## src/rtl/phys_reg_alloc_ctrl_if.sv

```systemverilog
// rtl/phys_reg_alloc_ctrl_if.sv - rename/commit/branch-resolution bus of the physical-register allocator
//
// Purpose: bundles every handshake and status signal of phys_reg_alloc_ctrl.
//   master: the rename, commit and EX branch-resolution side.
//   slave : the allocator itself.
// Signals (master -> slave):
//   alloc_req, free_valid, free_preg, ckpt_req, resolve_valid, resolve_mispredict
// Signals (slave -> master):
//   alloc_ready, alloc_preg, ckpt_ready, ckpt_id, free_count, ckpt_count,
//   init_done, overflow_err
interface phys_reg_alloc_ctrl_if #(
  parameter int NUM_ARCH_REGS = 32,
  parameter int NUM_PHYS_REGS = 64,
  parameter int NUM_CKPT      = 4
);
  localparam int DEPTH  = NUM_PHYS_REGS - NUM_ARCH_REGS;
  localparam int PREG_W = $clog2(NUM_PHYS_REGS);
  localparam int CK_W   = $clog2(NUM_CKPT);
  localparam int FC_W   = $clog2(DEPTH) + 1;
  localparam int CKC_W  = $clog2(NUM_CKPT) + 1;

  logic              alloc_req;
  logic              alloc_ready;
  logic [PREG_W-1:0] alloc_preg;
  logic              free_valid;
  logic [PREG_W-1:0] free_preg;
  logic              ckpt_req;
  logic              ckpt_ready;
  logic [CK_W-1:0]   ckpt_id;
  logic              resolve_valid;
  logic              resolve_mispredict;
  logic [FC_W-1:0]   free_count;
  logic [CKC_W-1:0]  ckpt_count;
  logic              init_done;
  logic              overflow_err;

  modport master (
    output alloc_req, free_valid, free_preg, ckpt_req, resolve_valid, resolve_mispredict,
    input  alloc_ready, alloc_preg, ckpt_ready, ckpt_id, free_count, ckpt_count,
           init_done, overflow_err
  );

  modport slave (
    input  alloc_req, free_valid, free_preg, ckpt_req, resolve_valid, resolve_mispredict,
    output alloc_ready, alloc_preg, ckpt_ready, ckpt_id, free_count, ckpt_count,
           init_done, overflow_err
  );
endinterface

```

## src/rtl/phys_reg_alloc_ctrl.sv

```systemverilog
// rtl/phys_reg_alloc_ctrl.sv - physical-register free list with branch checkpoint rollback
//
// Purpose: circular free list of DEPTH = NUM_PHYS_REGS - NUM_ARCH_REGS entries.
//   INIT fills it with NUM_ARCH_REGS..NUM_PHYS_REGS-1, RUN grants registers to
//   rename, accepts freed registers from commit, and keeps an in-order queue of
//   saved head pointers so a mispredict can roll the list back.
// Ports:
//   clk   - clock
//   rst_n - asynchronous active-low reset, returns the block to INIT
//   bus   - phys_reg_alloc_ctrl_if.slave (alloc / free / checkpoint / resolve / status)
// Optional feature: define ALLOC_BYPASS_EN to let an empty list grant the
//   register being freed in the same cycle.
module phys_reg_alloc_ctrl #(
  parameter int NUM_ARCH_REGS = 32,
  parameter int NUM_PHYS_REGS = 64,
  parameter int NUM_CKPT      = 4
) (
  input  logic                 clk,
  input  logic                 rst_n,
  phys_reg_alloc_ctrl_if.slave bus
);
  localparam int DEPTH  = NUM_PHYS_REGS - NUM_ARCH_REGS;
  localparam int IDX_W  = $clog2(DEPTH);
  localparam int PTR_W  = IDX_W + 1;
  localparam int PREG_W = $clog2(NUM_PHYS_REGS);
  localparam int CK_W   = $clog2(NUM_CKPT);
  localparam int CKC_W  = CK_W + 1;
  localparam logic [IDX_W-1:0] LAST_IDX  = IDX_W'(DEPTH - 1);
  localparam logic [CK_W-1:0]  LAST_CKPT = CK_W'(NUM_CKPT - 1);

  typedef enum logic [0:0] {S_INIT, S_RUN} state_e;

  // Index wraps modulo DEPTH; the top bit toggles on each wrap.
  function automatic logic [PTR_W-1:0] ptr_inc(input logic [PTR_W-1:0] p);
    logic [PTR_W-1:0] r;
    if (p[IDX_W-1:0] == LAST_IDX) r = {~p[PTR_W-1], {IDX_W{1'b0}}};
    else                          r = p + PTR_W'(1);
    return r;
  endfunction

  function automatic logic [CK_W-1:0] ckpt_inc(input logic [CK_W-1:0] p);
    return (p == LAST_CKPT) ? '0 : p + CK_W'(1);
  endfunction

  state_e            state_q, state_d;
  logic [IDX_W-1:0]  init_idx_q, init_idx_d;
  logic              init_done_q, init_done_d;
  logic [PTR_W-1:0]  head_q, head_d, tail_q, tail_d;
  logic [CK_W-1:0]   ckpt_wptr_q, ckpt_wptr_d, ckpt_rptr_q, ckpt_rptr_d;
  logic [CKC_W-1:0]  ckpt_count_q, ckpt_count_d;
  logic              err_q, err_d;

  logic [PREG_W-1:0] mem [DEPTH];
  logic [PTR_W-1:0]  ckpt_head [NUM_CKPT];

  logic              mem_we, ckpt_we;
  logic [IDX_W-1:0]  mem_waddr;
  logic [PREG_W-1:0] mem_wdata;
  logic [PTR_W-1:0]  head_after_alloc;

  logic run, empty, full, mispredict_now, alloc_fire, pop_fire;
  logic free_wr, ckpt_push, resolve_hit, resolve_err;

  assign run            = (state_q == S_RUN);
  assign mispredict_now = bus.resolve_valid & bus.resolve_mispredict;
  assign empty          = (head_q == tail_q);
  assign full           = (head_q[IDX_W-1:0] == tail_q[IDX_W-1:0]) &
                          (head_q[PTR_W-1] != tail_q[PTR_W-1]);

`ifdef ALLOC_BYPASS_EN
  logic bypass_avail;
  assign bypass_avail    = empty & bus.free_valid;
  assign bus.alloc_ready = run & ~mispredict_now & (~empty | bypass_avail);
  assign bus.alloc_preg  = bypass_avail ? bus.free_preg : mem[head_q[IDX_W-1:0]];
`else
  assign bus.alloc_ready = run & ~mispredict_now & ~empty;
  assign bus.alloc_preg  = mem[head_q[IDX_W-1:0]];
`endif

  assign alloc_fire = bus.alloc_req & bus.alloc_ready;
  // A grant from an empty list can only be the bypassed free: it consumes the
  // freed register directly, so neither pointer moves.
  assign pop_fire   = alloc_fire & ~empty;
  assign free_wr    = run & bus.free_valid & ~full & ~(alloc_fire & empty);
  assign head_after_alloc = pop_fire ? ptr_inc(head_q) : head_q;

  assign bus.ckpt_ready = run & (ckpt_count_q < CKC_W'(NUM_CKPT)) & ~mispredict_now;
  assign ckpt_push      = bus.ckpt_req & bus.ckpt_ready;
  assign resolve_hit    = run & bus.resolve_valid & (ckpt_count_q != '0);
  assign resolve_err    = run & bus.resolve_valid & (ckpt_count_q == '0);

  always_comb begin
    if (head_q[PTR_W-1] == tail_q[PTR_W-1])
      bus.free_count = {1'b0, tail_q[IDX_W-1:0]} - {1'b0, head_q[IDX_W-1:0]};
    else
      bus.free_count = PTR_W'(DEPTH) - {1'b0, head_q[IDX_W-1:0]} + {1'b0, tail_q[IDX_W-1:0]};
  end

  assign bus.ckpt_id      = ckpt_wptr_q;
  assign bus.ckpt_count   = ckpt_count_q;
  assign bus.init_done    = init_done_q;
  assign bus.overflow_err = err_q;

  always_comb begin
    state_d      = state_q;
    init_idx_d   = init_idx_q;
    init_done_d  = init_done_q;
    head_d       = head_q;
    tail_d       = tail_q;
    ckpt_wptr_d  = ckpt_wptr_q;
    ckpt_rptr_d  = ckpt_rptr_q;
    ckpt_count_d = ckpt_count_q;
    err_d        = err_q;
    mem_we       = 1'b0;
    mem_waddr    = tail_q[IDX_W-1:0];
    mem_wdata    = bus.free_preg;
    ckpt_we      = 1'b0;
    case (state_q)
      S_INIT: begin
        mem_we     = 1'b1;
        mem_wdata  = PREG_W'(NUM_ARCH_REGS) + PREG_W'(init_idx_q);
        tail_d     = ptr_inc(tail_q);
        init_idx_d = init_idx_q + IDX_W'(1);
        if (init_idx_q == LAST_IDX) begin
          state_d     = S_RUN;
          init_done_d = 1'b1;
        end
      end
      default: begin
        head_d = head_after_alloc;
        if (free_wr) begin
          mem_we = 1'b1;
          tail_d = ptr_inc(tail_q);
        end
        if (ckpt_push) begin
          ckpt_we      = 1'b1;
          ckpt_wptr_d  = ckpt_inc(ckpt_wptr_q);
          ckpt_count_d = ckpt_count_q + CKC_W'(1);
        end
        if (resolve_hit) begin
          if (bus.resolve_mispredict) begin
            // alloc and ckpt are both blocked this cycle, so the restore wins.
            head_d       = ckpt_head[ckpt_rptr_q];
            ckpt_wptr_d  = ckpt_rptr_q;
            ckpt_count_d = '0;
          end else begin
            ckpt_rptr_d  = ckpt_inc(ckpt_rptr_q);
            ckpt_count_d = ckpt_count_d - CKC_W'(1);
          end
        end
        if ((bus.free_valid & full) | resolve_err | (bus.ckpt_req & ~bus.ckpt_ready))
          err_d = 1'b1;
      end
    endcase
  end

  always_ff @(posedge clk or negedge rst_n) begin
    if (!rst_n) begin
      state_q      <= S_INIT;
      init_idx_q   <= '0;
      init_done_q  <= 1'b0;
      head_q       <= '0;
      tail_q       <= '0;
      ckpt_wptr_q  <= '0;
      ckpt_rptr_q  <= '0;
      ckpt_count_q <= '0;
      err_q        <= 1'b0;
    end else begin
      state_q      <= state_d;
      init_idx_q   <= init_idx_d;
      init_done_q  <= init_done_d;
      head_q       <= head_d;
      tail_q       <= tail_d;
      ckpt_wptr_q  <= ckpt_wptr_d;
      ckpt_rptr_q  <= ckpt_rptr_d;
      ckpt_count_q <= ckpt_count_d;
      err_q        <= err_d;
    end
  end

  // Storage needs no reset: INIT rewrites every entry before it is read.
  always_ff @(posedge clk) begin
    if (mem_we)  mem[mem_waddr]         <= mem_wdata;
    if (ckpt_we) ckpt_head[ckpt_wptr_q] <= head_after_alloc;
  end
endmodule

```

## src/flat_wrapper.sv

```systemverilog
// flat-port wrapper written by rule: the top's interface ports become plain ports
module phys_reg_alloc_ctrl_flat 
#(
  parameter int NUM_ARCH_REGS = 32,
  parameter int NUM_PHYS_REGS = 64,
  parameter int NUM_CKPT      = 4
)
  (clk, rst_n, bus_alloc_req, bus_free_valid, bus_free_preg, bus_ckpt_req, bus_resolve_valid, bus_resolve_mispredict, bus_alloc_ready, bus_alloc_preg, bus_ckpt_ready, bus_ckpt_id, bus_free_count, bus_ckpt_count, bus_init_done, bus_overflow_err);
  phys_reg_alloc_ctrl_if #(.NUM_ARCH_REGS(NUM_ARCH_REGS), .NUM_PHYS_REGS(NUM_PHYS_REGS), .NUM_CKPT(NUM_CKPT)) bus_i ();
  input  logic clk;
  input  logic rst_n;
  input wire logic [$bits(bus_i.alloc_req)-1:0] bus_alloc_req;
  input wire logic [$bits(bus_i.free_valid)-1:0] bus_free_valid;
  input wire logic [$bits(bus_i.free_preg)-1:0] bus_free_preg;
  input wire logic [$bits(bus_i.ckpt_req)-1:0] bus_ckpt_req;
  input wire logic [$bits(bus_i.resolve_valid)-1:0] bus_resolve_valid;
  input wire logic [$bits(bus_i.resolve_mispredict)-1:0] bus_resolve_mispredict;
  output wire logic [$bits(bus_i.alloc_ready)-1:0] bus_alloc_ready;
  output wire logic [$bits(bus_i.alloc_preg)-1:0] bus_alloc_preg;
  output wire logic [$bits(bus_i.ckpt_ready)-1:0] bus_ckpt_ready;
  output wire logic [$bits(bus_i.ckpt_id)-1:0] bus_ckpt_id;
  output wire logic [$bits(bus_i.free_count)-1:0] bus_free_count;
  output wire logic [$bits(bus_i.ckpt_count)-1:0] bus_ckpt_count;
  output wire logic [$bits(bus_i.init_done)-1:0] bus_init_done;
  output wire logic [$bits(bus_i.overflow_err)-1:0] bus_overflow_err;
  assign bus_i.alloc_req = bus_alloc_req;
  assign bus_i.free_valid = bus_free_valid;
  assign bus_i.free_preg = bus_free_preg;
  assign bus_i.ckpt_req = bus_ckpt_req;
  assign bus_i.resolve_valid = bus_resolve_valid;
  assign bus_i.resolve_mispredict = bus_resolve_mispredict;
  assign bus_alloc_ready = bus_i.alloc_ready;
  assign bus_alloc_preg = bus_i.alloc_preg;
  assign bus_ckpt_ready = bus_i.ckpt_ready;
  assign bus_ckpt_id = bus_i.ckpt_id;
  assign bus_free_count = bus_i.free_count;
  assign bus_ckpt_count = bus_i.ckpt_count;
  assign bus_init_done = bus_i.init_done;
  assign bus_overflow_err = bus_i.overflow_err;
  phys_reg_alloc_ctrl #(.NUM_ARCH_REGS(NUM_ARCH_REGS), .NUM_PHYS_REGS(NUM_PHYS_REGS), .NUM_CKPT(NUM_CKPT)) u_core (.clk(clk), .rst_n(rst_n), .bus(bus_i));
endmodule
```

## config.mk

```make
export PLATFORM = sky130hd
export DESIGN_NAME = phys_reg_alloc_ctrl_flat
export DESIGN_NICKNAME = d
export VERILOG_FILES = /design/src/rtl/phys_reg_alloc_ctrl_if.sv /design/src/rtl/phys_reg_alloc_ctrl.sv /design/src/flat_wrapper.sv
export SDC_FILE = /design/constraint.sdc
export NUM_CORES = 1
export LEC_CHECK = 0
export ABC_AREA = 1
export ABC_CLOCK_PERIOD_IN_PS = 7000
export CORE_ASPECT_RATIO = 0.6
export CORE_UTILIZATION = 47
export CTS_CLUSTER_DIAMETER = 40
export CTS_CLUSTER_SIZE = 30
export DETAILED_ROUTE_END_ITERATION = 12
export PLACE_DENSITY_LB_ADDON = 0.05
export REMOVE_ABC_BUFFERS = 1
export SETUP_SLACK_MARGIN = 0.2
export SLEW_MARGIN = 10
export SYNTH_ARGS = -nofsm -noshare
export SYNTH_HDL_FRONTEND = slang
export SYNTH_SLANG_ARGS = --single-unit
```

## constraint.sdc

```tcl
create_clock -name clk -period 7 [get_ports clk]
set_input_delay 1.4 -clock clk [delete_from_list [all_inputs] [get_ports clk]]
set_output_delay 1.4 -clock clk [all_outputs]
set_load 0.1 [all_outputs]
```

[Yosys cells after proc, flatten, opt, wreduce, memory -nomap -nowiden]
Memories as Yosys holds them, arrays and structs flattened.
Index checks and enable logic that the tools add are counted.
Cells by class
  add/sub/neg operators: 11
  $mul: 0
  divide/modulo/power cells: 0
  order comparisons: 1
  equality and inequality tests: 10
  shifts and indexed selects: 0
  multiplexer cells: 28
  bitwise operators: 29
  reduce and logical (&&, ||, !) cells: 5
Operators with widths (number)
  6-bit 2-to-1 mux: 9
  1-bit AND: 18
  5-bit == test, second input constant: 3
  6-bit by 1-bit adder with 6-bit output, second input constant: 2
  3-bit 2-to-1 mux: 4
  1-bit 2-to-1 mux: 10
  2-bit 2-to-1 mux: 5
  1-bit NOT: 9
  6-bit by 5-bit adder with 6-bit output: 1
  6-bit by 5-bit adder with 6-bit output, first input constant: 1
  6-bit == test: 1
  5-bit by 5-bit subtractor with 6-bit output: 1
  6-bit by 5-bit subtractor with 6-bit output, first input constant: 1
  5-bit by 1-bit adder with 5-bit output, second input constant: 1
  5-bit == test: 1
  2-bit by 1-bit adder with 2-bit output, second input constant: 2
  2-bit == test, second input constant: 2
  2-bit AND reduction: 2
  3-bit by 1-bit adder with 3-bit output, second input constant: 1
  3-bit zero test: 1
  3-bit less-than comparator, second input constant: 1
  3-bit AND reduction: 1
  3-bit nonzero test: 1
  3-bit by 1-bit subtractor with 3-bit output, second input constant: 1
  other kinds (4): 5
Storage, ports and cells
  flip-flop bits (word level): 27
  latch bits: 0
  memory bits (writable): 216
  memory bits (read-only): 0
  output and inout port bits: 21
  memories: 2
Memories
  u_core.mem: words 32, bits a word 6, rd ports 1, clocked after memory_dff 0, wr ports 1, line phys_reg_alloc_ctrl.sv:53  | logic [PREG_W-1:0] mem [DEPTH];
  u_core.ckpt_head: words 4, bits a word 6, rd ports 1, clocked after memory_dff 0, wr ports 1, line phys_reg_alloc_ctrl.sv:54  | logic [PTR_W-1:0] ckpt_head [NUM_CKPT];

[Longest topological paths before layout]
  depth after elaboration: 12
  mapped depth: 13
  gate-level depth less buffers: 11

[Worst setup path before layout]
OpenSTA, ideal clock, no wires.
  path type: flip-flop to output port
  from: register u_core.head_q[2]
  to: output port bus_free_count[5]
  data arrival time: 3.155 ns
  path slack: 2.445 ns
  stages on the path, launching flop included: 11
  buffers on the path: 2
  path through: dfrtp_1 buf_2 inv_2 clkbuf_1 ha_1 a21oi_1 o21ai_0 nand2_1 nand2_1 a21oi_1 xor2_1
On the way
  longest elaborated chain between the ends: 3
Ends and longest elaborated chain
  from (decl): line phys_reg_alloc_ctrl.sv:48  | logic [PTR_W-1:0] head_q, head_d, tail_q, tail_d;
  from (signal assigned): line phys_reg_alloc_ctrl.sv:162  | head_q <= '0;
  from (signal assigned): line phys_reg_alloc_ctrl.sv:172  | head_q <= head_d;
  6-bit by 5-bit subtractor with 6-bit output: line phys_reg_alloc_ctrl.sv:96  | bus.free_count = PTR_W'(DEPTH) - {1'b0, head_q[IDX_W-1:0]} + {1'b0, tail_q[IDX_W-1:0]};
  6-bit by 5-bit adder with 6-bit output: line phys_reg_alloc_ctrl.sv:96
  6-bit 2-to-1 mux (*): line phys_reg_alloc_ctrl.sv:93  | if (head_q[PTR_W-1] == tail_q[PTR_W-1])
  to (decl): line flat_wrapper.sv:22  | output wire logic [$bits(bus_i.free_count)-1:0] bus_free_count;
Every way passes the cells marked *; elsewhere a longest branch is shown, timed or not.

[Worst setup path after layout]
  from: register u_core.head_q[0]
  to: output port bus_alloc_preg[4]
On the way
  longest elaborated chain between the ends: 1
Ends and longest elaborated chain
  memory 32 x 6 bit
  to (decl): line flat_wrapper.sv:19  | output wire logic [$bits(bus_i.alloc_preg)-1:0] bus_alloc_preg;
No other way between the ends.

==> results.md <==
- Post-route total power: 6.06 mW
- Final Routed Wirelength: between 20000 and 30000 microns
- Die area: ~24000 sq um
- Antenna diode instance count: 0
- Antenna violations before repair: 0
- Average wire per cell in the routed design: 20.2 microns
- Worst EP arrival: roughly 4000 ps
- Resized Gates After CTS: 0
- Via count normalized by instance count: between 5 and 6
- Root buffer selected by CTS: sky130_fd_sc_hd__clkbuf_16
- Standby leakage power: 4.49 nW
- Count of buffers from port buffering: 33
- Worst-case headroom to the max-slew limit: 33.5%
- Vias in the first global route: 6620
- Placer's final routability congestion estimate: 0.813
- Max capacitance violation total: 0
- Via count: about 7000
- Half-perimeter wire length after detailed placement: 16600 microns
- Relative area change from synthesis to final layout: 13.4%
- Endpoint type of the worst setup path: output pin
- Insertion delay to the later sink of the worst-skew pair: 550 ps
- Total area of multi-input combinational cells: around 3200 sq um
- RSZ-0062 raised after global routing: false
- Final Skew: 18.5 ps
- Most used cells in the layout excluding fill and tap cells: 217 x sky130_fd_sc_hd__nand2_1, 216 x sky130_fd_sc_hd__edfxtp_1, 136 x sky130_fd_sc_hd__nor2_1, 77 x sky130_fd_sc_hd__o21ai_0, 39 x sky130_fd_sc_hd__inv_1
- H-tree level count: 1
- Chip width: 197 microns
- Number of nets with antenna violations after routing: 0
- Register area: 7160 sq um
- Wire length of the first global-routing pass: 40300 microns
- Total power divided by cell area: 496 nW/um^2
- Detailed Route Iter0 Violations: 658
- Post-synth EDFFs: 216
- Predominant post-synthesis flop cell: sky130_fd_sc_hd__edfxtp_1
- Worst min-delay path class: reg2reg
- Number of DRC violations after detailed routing: 0
- Row count: 42
- Fmax achieved: 0.183 GHz
- Initial core utilization: 48.4%
- Layout cell share with drive strength beyond 1: 8.29%
- Number of pins exceeding their max-slew limit in the final report: 0
- Detailed-routing iteration count for the pre-antenna-repair pass: 5
- Proportion of synthesized chip area in sequential cells: between 60% and 70%
- Worst slew pin tran: just under 1000 ps
- Fraction of the cycle the final worst path needs: 78.1%
- GR Overflow Total: 0
- Total clock buffers created by CTS: 26
- Final hold violation count: 0
- Total number of yosys warnings: 0
- Average footprint of a synthesized cell: 11.1 sq um
- Clock tree from TritonCTS: yes
- Reg clk slew, reported paths: 70 ps
- Final setup viols: 0
- CORE AREA: 22300 sq um
- Number of buffers inserted by post-CTS setup repair: 0
- Most common cell after layout, fill and taps aside: sky130_fd_sc_hd__nand2_1
- Largest fanout of any net on the critical path: 80
- Peak supply drop: 0.000403 V
- Run status: finished clean
- Final-layout fill cell count: 1981
- Total number of clock tree sinks: 243
- Number of instances in the synthesized netlist: 968
- Number of different library cells in the post-synthesis netlist: between 40 and 50
- Setup tns final: 0 ps
- Max clock buf depth: 3
- Final critical-path required period: 5460 ps
- Async set-or-reset flop fraction in the synthesized netlist: 11.1%
- Launching element type of the critical path: register
- Die boundary height: 119 microns
- Maximum number of pins on one net before global-route repair: 81
- Total I/O pin count: 34
- Synthesized flop and latch total: 243
- Count of nets after finishing: 1029
- Data required, critical path: between 5000 and 6000 ps
- Crit Path Class: reg2out
- Global-route usage over all layers: 23.2%
- Cell Area, Synth: 10800 sq um
- CTS Hold Buffers Added: 0
## power by group
| part | total (mW) | switching [mW] | internal (mW) |
|---|---|---|---|
| combinational | 2.72 | 2.07 | 0.652 |
| sequential | 1.88 | 0.140 | 1.74 |
| clock | 1.46 | 0.618 | 0.841 |
## registers in the layout, indices dropped and copies added (netlist names)
register                 count
u_core.bus.overflow_err      1
u_core.tail_q                6
u_core.bus.init_done         1
u_core.mem                 192
u_core.init_idx_q            5
u_core.bus.ckpt_id           2
u_core.ckpt_head            24
u_core.head_q                6
u_core.bus.ckpt_count        3
u_core.ckpt_rptr_q           2
u_core.run                   1
## stage by stage
stage               instance area [sq um]  hold WS, ps  cells  worst slack (ps)  util, %
finish                              12200          468   1321              1540     54.8
global route                        12200          510   1321              1320     54.8
CTS                                 12200          472   1321              1520     54.8
detailed placement                  11300          450   1273              1990     50.8
global placement                    11300          460   1273              2010     50.8
floorplan                           10500          477    923              1640        -
## worst max-delay path, stage by stage (launching register included)
cell and delay [ps]:
sky130_fd_sc_hd__dfrtp_2 640, sky130_fd_sc_hd__buf_4 760, sky130_fd_sc_hd__o21ai_0 200, sky130_fd_sc_hd__o22ai_1 320
sky130_fd_sc_hd__nand2_1 90, sky130_fd_sc_hd__nand2_1 100, sky130_fd_sc_hd__nand3_1 110, sky130_fd_sc_hd__nand2_1 100
sky130_fd_sc_hd__clkdlybuf4s50_1 1130
## final cells by class
type	count	area share, %
Sequential cell	243	58.6
Multi-Input combinational cell	633	26.1
Clock buffer	32	5.68
Timing Repair Buffer	42	3.26
Tap cell	308	3.15
Clock inverter	16	1.76
Inverter	47	1.46
## Yosys cell counts, types with 3 or more instances
library cell               count  area (sq um)
sky130_fd_sc_hd__nand2_1     217           815
sky130_fd_sc_hd__buf_4         6          45.0
sky130_fd_sc_hd__a21boi_0     22           165
sky130_fd_sc_hd__xor2_1        8          70.1
sky130_fd_sc_hd__clkbuf_1      5          18.8
sky130_fd_sc_hd__xnor2_1       3          26.3
sky130_fd_sc_hd__buf_2        23           115
sky130_fd_sc_hd__inv_2         5          18.8
sky130_fd_sc_hd__o21ai_1      22           110
sky130_fd_sc_hd__dfrtp_1      27           676
sky130_fd_sc_hd__clkbuf_2      6          30.0
sky130_fd_sc_hd__edfxtp_1    216          6490
sky130_fd_sc_hd__nor2_4        3          33.8
sky130_fd_sc_hd__nand3_1      24           120
sky130_fd_sc_hd__nand2_4       3          33.8
sky130_fd_sc_hd__inv_1        39           146
sky130_fd_sc_hd__nor2_1      136           510
sky130_fd_sc_hd__buf_6         4          45.0
sky130_fd_sc_hd__a21oi_1      30           150
sky130_fd_sc_hd__nand2_2       6          37.5
sky130_fd_sc_hd__o22ai_1      25           156
sky130_fd_sc_hd__ha_1         22           275
sky130_fd_sc_hd__o211ai_1      5          37.5
sky130_fd_sc_hd__nand4_1       3          18.8
sky130_fd_sc_hd__o21ai_0      79           395
sky130_fd_sc_hd__or2_2         3          18.8
## final timing paths
kind | start | endpoint | slack, ps | cells past startpoint
setup / recovery | u_core.head_q[0] | bus_alloc_preg[4] | 1540 | 8
hold / removal | u_core.bus.init_done | u_core.bus.init_done | 470 | 1
setup reg to reg | u_core.head_q[0] | u_core.mem[17][5] | 3210 | 9
hold reg to reg | u_core.bus.init_done | u_core.bus.init_done | 470 | 1
max in group asynchronous | rst_n | u_core.head_q[0] | 5430 | 2
min in group asynchronous | rst_n | u_core.bus.ckpt_id[0] | 1260 | 2
## cell families (layout without fill, tap and decap cells)
| logic type | after synthesis | count (layout) | share of synthesized area, % |
|---|---|---|---|
| AND/OR/NAND/NOR | 403 | 403 | 15.5 |
| AO/OA/AOI/OAI | 196 | 196 | 10.3 |
| flip-flops | 243 | 243 | 66.5 |
| XOR/XNOR | 11 | 11 | 0.894 |
| buffers and inverters | 92 | 137 | 4.05 |
| adder cells (fa/ha/maj) | 23 | 23 | 2.74 |
## metal layers
metal  track usage, %  share of wire [%]
met3             4.93                6.9
met4             4.36                1.6
met2             29.9                 39
met5                0                  0
met1             39.1                 53
(Power assumes the default switching activity.)
